## src/rtl/ro_scan_ctrl.sv

```systemverilog
// Ring-oscillator scan sequencer: settle, count edges over a window, report (channel, count); RO_SCAN_MINMAX_EN adds min/max stats.
// Latency 1+SETTLE_CYC+window cycles per result; REPORT holds outputs stable until result_ready_i, stalling the scan.
module ro_scan_ctrl #(
    parameter int NUM_CH     = 16,
    parameter int SEL_W      = 4,
    parameter int CNT_W      = 16,
    parameter int WIN_W      = 16,
    parameter int SETTLE_CYC = 8
) (
    input  logic              wb_clk_i,
    input  logic              wb_rst_ni,
    input  logic              start_i,
    input  logic              abort_i,
    input  logic              continuous_i,
    input  logic [NUM_CH-1:0] ch_mask_i,
    input  logic [WIN_W-1:0]  win_len_i,
    input  logic              mux_y_i,
    output logic [SEL_W-1:0]  select_o,
    output logic              busy_o,
    output logic              result_valid_o,
    input  logic              result_ready_i,
    output logic [SEL_W-1:0]  result_ch_o,
    output logic [CNT_W-1:0]  result_cnt_o,
    output logic              result_ovf_o,
    output logic              done_o
`ifdef RO_SCAN_MINMAX_EN
    ,
    output logic [CNT_W-1:0]  min_cnt_o,
    output logic [CNT_W-1:0]  max_cnt_o,
    output logic [SEL_W-1:0]  min_ch_o,
    output logic [SEL_W-1:0]  max_ch_o
`endif
);

    localparam int ST_W = $clog2(SETTLE_CYC + 1);

    localparam logic [2:0] S_IDLE    = 3'd0;
    localparam logic [2:0] S_SETTLE  = 3'd1;
    localparam logic [2:0] S_MEASURE = 3'd2;
    localparam logic [2:0] S_REPORT  = 3'd3;
    localparam logic [2:0] S_NEXT    = 3'd4;

    logic [2:0]        state_q, state_d;
    logic              sync1_q, sync1_d, sync2_q, sync2_d, prev_q, prev_d;
    logic [NUM_CH-1:0] mask_q, mask_d;
    logic [WIN_W-1:0]  win_q, win_d, win_cnt_q, win_cnt_d;
    logic [SEL_W-1:0]  sel_q, sel_d;
    logic [ST_W-1:0]   settle_q, settle_d;
    logic [CNT_W-1:0]  cnt_q, cnt_d;
    logic              ovf_q, ovf_d;
    logic              res_vld_q, res_vld_d;
    logic [SEL_W-1:0]  res_ch_q, res_ch_d;
    logic [CNT_W-1:0]  res_cnt_q, res_cnt_d;
    logic              res_ovf_q, res_ovf_d;
    logic              done_q, done_d;
`ifdef RO_SCAN_MINMAX_EN
    logic [CNT_W-1:0]  min_cnt_q, min_cnt_d, max_cnt_q, max_cnt_d;
    logic [SEL_W-1:0]  min_ch_q, min_ch_d, max_ch_q, max_ch_d;
`endif

    logic              edge_det;
    logic [CNT_W-1:0]  cnt_inc;
    logic              ovf_inc;
    logic [SEL_W-1:0]  start_ch, low_ch, hi_ch;
    logic              hi_found;

    function automatic logic [SEL_W-1:0] lowest_ch(input logic [NUM_CH-1:0] m);
        logic [SEL_W-1:0] r;
        r = '0;
        for (int i = NUM_CH - 1; i >= 0; i--) begin
            if (m[i]) r = SEL_W'(i);
        end
        return r;
    endfunction

    assign edge_det = sync2_q & ~prev_q;
    assign start_ch = lowest_ch(ch_mask_i);
    assign low_ch   = lowest_ch(mask_q);

    // Saturating count: an edge arriving at all-ones is lost and flagged.
    always_comb begin
        cnt_inc = cnt_q;
        ovf_inc = ovf_q;
        if (edge_det) begin
            if (&cnt_q) ovf_inc = 1'b1;
            else        cnt_inc = cnt_q + 1'b1;
        end
    end

    // Descending scan leaves the smallest enabled channel above sel_q.
    always_comb begin
        hi_ch    = '0;
        hi_found = 1'b0;
        for (int i = NUM_CH - 1; i >= 0; i--) begin
            if (mask_q[i] && (i > int'(sel_q))) begin
                hi_ch    = SEL_W'(i);
                hi_found = 1'b1;
            end
        end
    end

    always_comb begin
        state_d   = state_q;
        sync1_d   = mux_y_i;
        sync2_d   = sync1_q;
        prev_d    = sync2_q;
        mask_d    = mask_q;
        win_d     = win_q;
        win_cnt_d = win_cnt_q;
        sel_d     = sel_q;
        settle_d  = settle_q;
        cnt_d     = cnt_q;
        ovf_d     = ovf_q;
        res_vld_d = res_vld_q;
        res_ch_d  = res_ch_q;
        res_cnt_d = res_cnt_q;
        res_ovf_d = res_ovf_q;
        done_d    = 1'b0;
`ifdef RO_SCAN_MINMAX_EN
        min_cnt_d = min_cnt_q;
        max_cnt_d = max_cnt_q;
        min_ch_d  = min_ch_q;
        max_ch_d  = max_ch_q;
`endif
        if (abort_i && (state_q != S_IDLE)) begin
            state_d   = S_IDLE;
            res_vld_d = 1'b0;
        end else begin
            case (state_q)
                S_IDLE: begin
                    if (start_i) begin
                        if ((|ch_mask_i) && (|win_len_i)) begin
                            mask_d   = ch_mask_i;
                            win_d    = win_len_i;
                            sel_d    = start_ch;
                            settle_d = ST_W'(SETTLE_CYC);
                            state_d  = S_SETTLE;
`ifdef RO_SCAN_MINMAX_EN
                            min_cnt_d = '1;
                            max_cnt_d = '0;
                            min_ch_d  = '0;
                            max_ch_d  = '0;
`endif
                        end else begin
                            done_d = 1'b1;
                        end
                    end
                end
                S_SETTLE: begin
                    settle_d = settle_q - 1'b1;
                    if (settle_q == ST_W'(1)) begin
                        win_cnt_d = win_q;
                        cnt_d     = '0;
                        ovf_d     = 1'b0;
                        state_d   = S_MEASURE;
                    end
                end
                S_MEASURE: begin
                    cnt_d     = cnt_inc;
                    ovf_d     = ovf_inc;
                    win_cnt_d = win_cnt_q - 1'b1;
                    if (win_cnt_q == WIN_W'(1)) begin
                        res_ch_d  = sel_q;
                        res_cnt_d = cnt_inc;
                        res_ovf_d = ovf_inc;
                        res_vld_d = 1'b1;
                        state_d   = S_REPORT;
                    end
                end
                S_REPORT: begin
                    if (res_vld_q && result_ready_i) begin
                        res_vld_d = 1'b0;
                        state_d   = S_NEXT;
`ifdef RO_SCAN_MINMAX_EN
                        // Strict compares so ties keep the earlier channel.
                        if (res_cnt_q < min_cnt_q) begin
                            min_cnt_d = res_cnt_q;
                            min_ch_d  = res_ch_q;
                        end
                        if (res_cnt_q > max_cnt_q) begin
                            max_cnt_d = res_cnt_q;
                            max_ch_d  = res_ch_q;
                        end
`endif
                    end
                end
                S_NEXT: begin
                    if (hi_found) begin
                        sel_d    = hi_ch;
                        settle_d = ST_W'(SETTLE_CYC);
                        state_d  = S_SETTLE;
                    end else if (continuous_i) begin
                        sel_d    = low_ch;
                        settle_d = ST_W'(SETTLE_CYC);
                        state_d  = S_SETTLE;
                    end else begin
                        done_d  = 1'b1;
                        state_d = S_IDLE;
                    end
                end
                default: state_d = S_IDLE;
            endcase
        end
    end

    always_ff @(posedge wb_clk_i or negedge wb_rst_ni) begin
        if (!wb_rst_ni) begin
            state_q   <= S_IDLE;
            sync1_q   <= 1'b0;
            sync2_q   <= 1'b0;
            prev_q    <= 1'b0;
            mask_q    <= '0;
            win_q     <= '0;
            win_cnt_q <= '0;
            sel_q     <= '0;
            settle_q  <= '0;
            cnt_q     <= '0;
            ovf_q     <= 1'b0;
            res_vld_q <= 1'b0;
            res_ch_q  <= '0;
            res_cnt_q <= '0;
            res_ovf_q <= 1'b0;
            done_q    <= 1'b0;
`ifdef RO_SCAN_MINMAX_EN
            min_cnt_q <= '1;
            max_cnt_q <= '0;
            min_ch_q  <= '0;
            max_ch_q  <= '0;
`endif
        end else begin
            state_q   <= state_d;
            sync1_q   <= sync1_d;
            sync2_q   <= sync2_d;
            prev_q    <= prev_d;
            mask_q    <= mask_d;
            win_q     <= win_d;
            win_cnt_q <= win_cnt_d;
            sel_q     <= sel_d;
            settle_q  <= settle_d;
            cnt_q     <= cnt_d;
            ovf_q     <= ovf_d;
            res_vld_q <= res_vld_d;
            res_ch_q  <= res_ch_d;
            res_cnt_q <= res_cnt_d;
            res_ovf_q <= res_ovf_d;
            done_q    <= done_d;
`ifdef RO_SCAN_MINMAX_EN
            min_cnt_q <= min_cnt_d;
            max_cnt_q <= max_cnt_d;
            min_ch_q  <= min_ch_d;
            max_ch_q  <= max_ch_d;
`endif
        end
    end

    assign select_o       = sel_q;
    assign busy_o         = (state_q != S_IDLE);
    assign result_valid_o = res_vld_q;
    assign result_ch_o    = res_ch_q;
    assign result_cnt_o   = res_cnt_q;
    assign result_ovf_o   = res_ovf_q;
    assign done_o         = done_q;
`ifdef RO_SCAN_MINMAX_EN
    assign min_cnt_o = min_cnt_q;
    assign max_cnt_o = max_cnt_q;
    assign min_ch_o  = min_ch_q;
    assign max_ch_o  = max_ch_q;
`endif

endmodule
```

## config.mk

```make
export PLATFORM = sky130hd
export DESIGN_NAME = ro_scan_ctrl
export DESIGN_NICKNAME = d
export VERILOG_FILES = /design/src/rtl/ro_scan_ctrl.sv
export SDC_FILE = /design/constraint.sdc
export NUM_CORES = 1
export LEC_CHECK = 0
export CORE_MARGIN = 2
export CORE_UTILIZATION = 34
export CTS_CLUSTER_SIZE = 28
export DETAILED_ROUTE_END_ITERATION = 6
export PLACE_DENSITY = 0.6
export SLEW_MARGIN = 20
export SYNTH_ARGS = -nofsm -noshare
export SYNTH_HDL_FRONTEND = slang
export SYNTH_SLANG_ARGS = --single-unit
```

## constraint.sdc

```tcl
create_clock -name wb_clk_i -period 2.45 [get_ports wb_clk_i]
set_input_delay 0.3675 -clock wb_clk_i [delete_from_list [all_inputs] [get_ports wb_clk_i]]
set_output_delay 0.3675 -clock wb_clk_i [all_outputs]
set_load 0.05 [all_outputs]
```

# After elaboration in Yosys (flattened, before gate mapping)

Cells that the tools add are included.

Bits in registers: 102
Bits in writable memories: 0
Latch bits: 0
Memories kept: 0
Bits of input ports: 39
Bits in read-only memories: 0

Shift-type cells: 0
Divide/modulo/power cells: 0
Reduce and logical (&&, ||, !) cells: 34
Mux-type cells: 101
Equal/unequal tests: 15
Order comparisons: 15
$add $sub $neg: 3
Multiply operators: 0
Bitwise operators: 3

Operators with widths:

| operator                                                                | number |
|---|---|
| 4-bit two-way mux                                                       | 55 |
| 16-bit two-way mux                                                      | 4 |
| 16-bit one-hot mux with 2 select lines                                  | 2 |
| 4-bit > comparator (first input constant)                               | 8 |
| 16-bit OR reduction                                                     | 2 |
| 1-bit two-way mux                                                       | 28 |
| 1-bit logical AND                                                       | 18 |
| 3-bit two-way mux                                                       | 6 |
| 3-bit inequality test (second input constant)                           | 6 |
| 16-bit by 1-bit adder with 16-bit output (second input constant)        | 1 |
| 16-bit by 1-bit equality test with 1-bit output (second input constant) | 1 |
| 3-bit by 4-bit > comparator with 1-bit output (first input constant)    | 4 |
| 16-bit AND reduction                                                    | 1 |
| 16-bit by 1-bit subtractor with 16-bit output (second input constant)   | 1 |
| 3-bit one-hot mux with 5 select lines                                   | 1 |
| 5-bit AND reduction                                                     | 3 |
| 4-bit one-hot mux with 3 select lines                                   | 1 |
| 3-bit AND reduction                                                     | 3 |
| 3-bit nonzero test                                                      | 3 |
| 2-bit by 4-bit > comparator with 1-bit output (first input constant)    | 2 |
| 4-bit one-hot mux with 2 select lines                                   | 1 |
| 3-bit by 2-bit equality test with 1-bit output (second input constant)  | 2 |
| 2-bit inequality test (second input constant)                           | 3 |
| 1-bit one-hot mux with 2 select lines                                   | 3 |
| 10 further kinds                                                        | 12 |

# Longest topological paths before layout

Depth after elaboration: 20
Depth in mapped cells: 10
Gate-level depth less buffers: 9

# Worst setup path after synthesis

OpenSTA, ideal clock, no wires.

Kind: register -> register
Start: register sel_q[3], in the netlist select_o[3]
End: register sel_q[2], in the netlist select_o[2]
Stages on the path, launching flop included: 10
Clock period less this slack: 2434 ps
Arrival: 2315 ps
Path slack: 16 ps
Required time: 2331 ps
Cell sequence: dfrtp_1 -> clkbuf_1 -> a21boi_0 -> o22ai_1 -> and3_1 -> nand4_1 -> o211a_1 -> or2_1 -> buf_6 -> o21a_1

Cells in the longest elaborated chain, start to end: 19
Elaborated cells between the ends (all ways): 64
Those cells by class: order compare: 15; eq/ne: 1; mux: 32; reduce/logical: 16

Ends and longest elaborated chain:

| what                                                                                                 | line | RTL |
|---|---|---|
| from (decl)                                                                                          | 47   | `logic [SEL_W-1:0] sel_q, sel_d;` |
| from (signal assigned)                                                                               | 238  | `sel_q <= sel_d;` |
| 4-bit > comparator                                                                                   | 95   | `if (mask_q[i] && (i > int'(sel_q))) begin` |
| 1-bit logical AND                                                                                    | 95   |  |
| 1-bit two-way mux / 4-bit two-way mux (equally long branches) (15 in a row)                          | 95   |  |
| 3-bit inequality test (no source line) / 4-bit two-way mux (equally long branches)                   | -    |  |
| 5-bit AND reduction (no source line) / 4-bit one-hot mux with 2 select lines (equally long branches) | -    |  |

Parallel ways exist; a longest one is shown, timed or not.
A chain may end at the register's enable or synchronous reset.

# Final worst setup path

Start: register state_q[2]
End: output port busy_o

Cells in the longest elaborated chain, start to end: 1

Ends and longest elaborated chain:

| what                   | line | RTL |
|---|---|---|
| from (decl)            | 43   | `logic [2:0] state_q, state_d;` |
| from (signal assigned) | 231  | `state_q <= state_d;` |
| 3-bit nonzero test     | 257  | `assign busy_o = (state_q != S_IDLE);` |
| to (decl)              | 19   | `output logic busy_o,` |

No other way between the ends.

==> metrics.md <==
| Metric | Value |
|---|---|
| Width of the die | `132.8 um` |
| Failing checks | `DRC` |
| First-pass GRT wire length | `24.87 mm` |
| Syn nets | `679` |
| Setup TNS | `0 ns` |
| Clock Power Share | `19.8%` |
| IO Count | `67` |
| Pint | `4474 uW` |
| Yosys cell types | `62` |
| Via Count | `5182` |
| Vias/cell | `5.364` |
| Hold WC Path Type | `flip-flop to flip-flop` |
| Peak VDD IR | `484.5 uV` |
| Post-route ant nets | `0` |
| Sw Share | `41.05%` |
| Yosys reg bits | `102` |
| Slew Limit Fails | `0` |
| GRT overflow | `0` |
| Core Area | `16410 um^2` |
| Largest net degree at the start of global routing | `69` |
| Least-Margin Pin Slew | `0.5436 ns` |
| WP data required | `2.08 ns` |
| Post-detailed-placement half-perimeter wirelength | `10.72 mm` |
| I/O Buffers | `66` |
| Final Power | `7589 uW` |
| Drt first pass iters | `7` |
| Vias in the first global route | `5007` |
| Fin crit share | `98.03%` |
| Sw power | `3115 uW` |
| Post-Syn Instances | `635` |
| Fillers | `1581` |
| Clk_lat worst skew | `0.36 ns` |
| Average wire per standard cell | `15.30 um` |
| # diodes | `0` |
| Inserted Clock Buffers | `9` |
| # clock sinks | `102` |
| Status | `finished, violations left` |
| DRT Wirelength | `14.78 mm` |
| Final Wtd Congestion | `0.9743` |
| Max-slew headroom | `63.62%` |
| Max-cap viol count | `0` |
| Synth top cells by count | `dfrtp_1 (102), nand2_1 (69), nor2_1 (69)` |
| Total GRT Usage | `17.13%` |
| Initial antenna violation count | `0` |
| Post-synth EDFFs | `0` |
| Primary FF master, synth | `dfrtp_1` |
| Final Hold Violating Endpoints | `0` |
| Power per cell area | `1038 nW/um^2` |
| CTS H-Tree Depth | `3` |
| Most area-hungry cell type in the Yosys netlist | `dfrtp_1` |
| Most frequent cell after synthesis | `dfrtp_1` |
| Initial DRC Count | `470` |
| Placed cell area | `6920 um^2` |
| Worst Setup Path Type | `flip-flop to primary output` |
| Arrival @ worst endpoint | `2.03 ns` |
| Worst setup SP type | `flip-flop` |
| Endpoints failing setup | `0` |
| CTS tree | `yes` |
| Sequential share of power | `36.8%` |
| Comb power frac | `43.4%` |
| Async SR Flop Fraction | `100.0%` |
| Post-synth top area share | `45.28%` |
| Standard-cell rows | `47` |
| Max clock buf depth | `2` |
| Synth top area cells | `dfrtp_1 (45%), mux2_2 (7.0%), o21ai_0 (5.4%), a21oi_1 (5.1%), nand2_1 (4.6%)` |
| Mapped Area | `5637 um^2` |
| Crit end category | `primary output` |
| Sequential share of the synthesized area | `45.28%` |
| Yosys warns | `0` |
| Static Leak | `0.002998 uW` |
| Nets | `785` |
| Die area | `17620 um^2` |
| P&R area growth vs syn | `29.68%` |
| # DRC | `13` |
| RSZ-0062 raised after global routing | `false` |
| Clock transition at path regs | `0.07 ns` |
| Clk_skew | `0.01339 ns` |
| Min Tclk post-route | `2.402 ns` |
| Syn_area_per_cell | `8.877 um^2` |
| Initial Util | `34.36%` |
| Fraction of layout cells with a size suffix above 1 | `17.29%` |
| Final Cell Area | `7310 um^2` |
| Die H | `132.8 um` |
| Achievable frequency | `0.4164 GHz` |
| Clock root buffer | `clkbuf_16` |
| Worst-path fanout max | `7` |
==> logic make-up after synthesis <==
logic type / count (synthesis) / share of synthesized area [%]
AO/OA/AOI/OAI: 178 / 18.89
XOR/XNOR: 13 / 2.020
buffers and inverters: 51 / 3.618
AND/OR/NAND/NOR: 244 / 20.82
flip-flops: 102 / 45.28
multiplexers: 42 / 8.258
adder cells (fa/ha/maj): 5 / 1.110
==> power by group through the flow <==
stage          Combinational [uW]  Sequential, uW  Clock [uW]
2_1_floorplan                2180            2700           0
3_3_place_gp                 3120            2770           0
3_5_place_dp                 3210            2800           0
4_1_cts                      3250            2770        1550
5_1_grt                      3630            2870        1600
6_report                     3300            2790        1500
==> critical path, stage by stage (launching register included) <==
cell             delay [ns]
dfrtp_1                0.46
or3_1                  0.47
clkdlybuf4s50_1        0.75
==> cell usage in the layout, fill, tap and decap left out, types with 8 or more instances in the layout <==
master,n
nand2b_1,11
clkbuf_16,9
inv_1,20
buf_4,55
nor2_1,67
o21ai_0,60
clkdlybuf4s50_1,62
nand2_1,69
nor4_1,11
xnor2_1,8
mux2_2,35
a21oi_1,57
dfrtp_1,101
nor3_1,22
nand3_1,16
==> path summary, 6_finish.rpt <==
kind	from	to	slack, ns	depth (start not counted)
hold reg to reg	sync1_q$_DFF_PN0_	prev_d$_DFF_PN0_	0.36	0
setup reg to reg	select_o[3]$_DFFE_PN0P_	select_o[2]$_DFFE_PN0P_	0.23	7
min in group asynchronous	wb_rst_ni	result_cnt_o[14]$_DFFE_PN0P_	0.53	2
max in group asynchronous	wb_rst_ni	select_o[1]$_DFFE_PN0P_	1.16	3
hold / removal	sync1_q$_DFF_PN0_	prev_d$_DFF_PN0_	0.36	0
setup / recovery	state_q[2]$_DFFE_PN0P_	busy_o	0.05	2
==> layout make-up <==
type                            instances  area (um^2)  share of cell area [%]
Clock buffer                           10        229.0                   3.132
Clock inverter                          6        82.58                   1.130
Inverter                               20        75.07                   1.027
Multi-Input combinational cell        483         2933                   40.12
Sequential cell                       102         2554                   34.94
Tap cell                              220        275.3                   3.766
Timing Repair Buffer                  125         1161                   15.88
==> what timing repair did <==
action | in CTS | in global routing
hold buffers | 1 | 0
pin swaps | 0 | 4
endpoints found under the setup margin | 33 | 41
cloned | 0 | 1
buffers inserted | 0 | 1
gates resized for setup | 2 | 12
hold endpoints to repair | 34 | 0
==> per-stage QoR <==
| stage | setup slack [ns] | instances | hold slack, ns | utilization, % |
|---|---|---|---|---|
| detailed placement | -0.4311 | 947 | 0.3419 | 42.18 |
| global placement | -0.3598 | 947 | 0.3336 | 42.18 |
| finish | 0.04826 | 966 | 0.3587 | 44.55 |
| CTS | 0.01354 | 964 | 0.3589 | 44.18 |
| floorplan | 0.01582 | 635 | 0.07191 | - |
| global route | 0.001222 | 966 | 0.3687 | 44.55 |
==> flip-flops by register name, summed over array words and instances (netlist names), 3 cells and up <==
register,flops
cnt_q,16
settle_q,4
mask_q,16
state_q,3
result_cnt_o,16
result_ch_o,4
win_q,16
win_cnt_q,16
select_o,4
==> metal layers <==
layer / share of wire [%] / GRT usage (%) / vias up / wire length (um)
met5: 0 / 0 / - / 0
met4: 1.8 / 5.795 / 0 / 267
met3: 4.5 / 3.180 / 20 / 662
met2: 47 / 26.94 / 159 / 6976
met1: 46 / 23.80 / 2496 / 6872
li1: - / - / 2507 / -
Power figures use the tool's default switching activity.
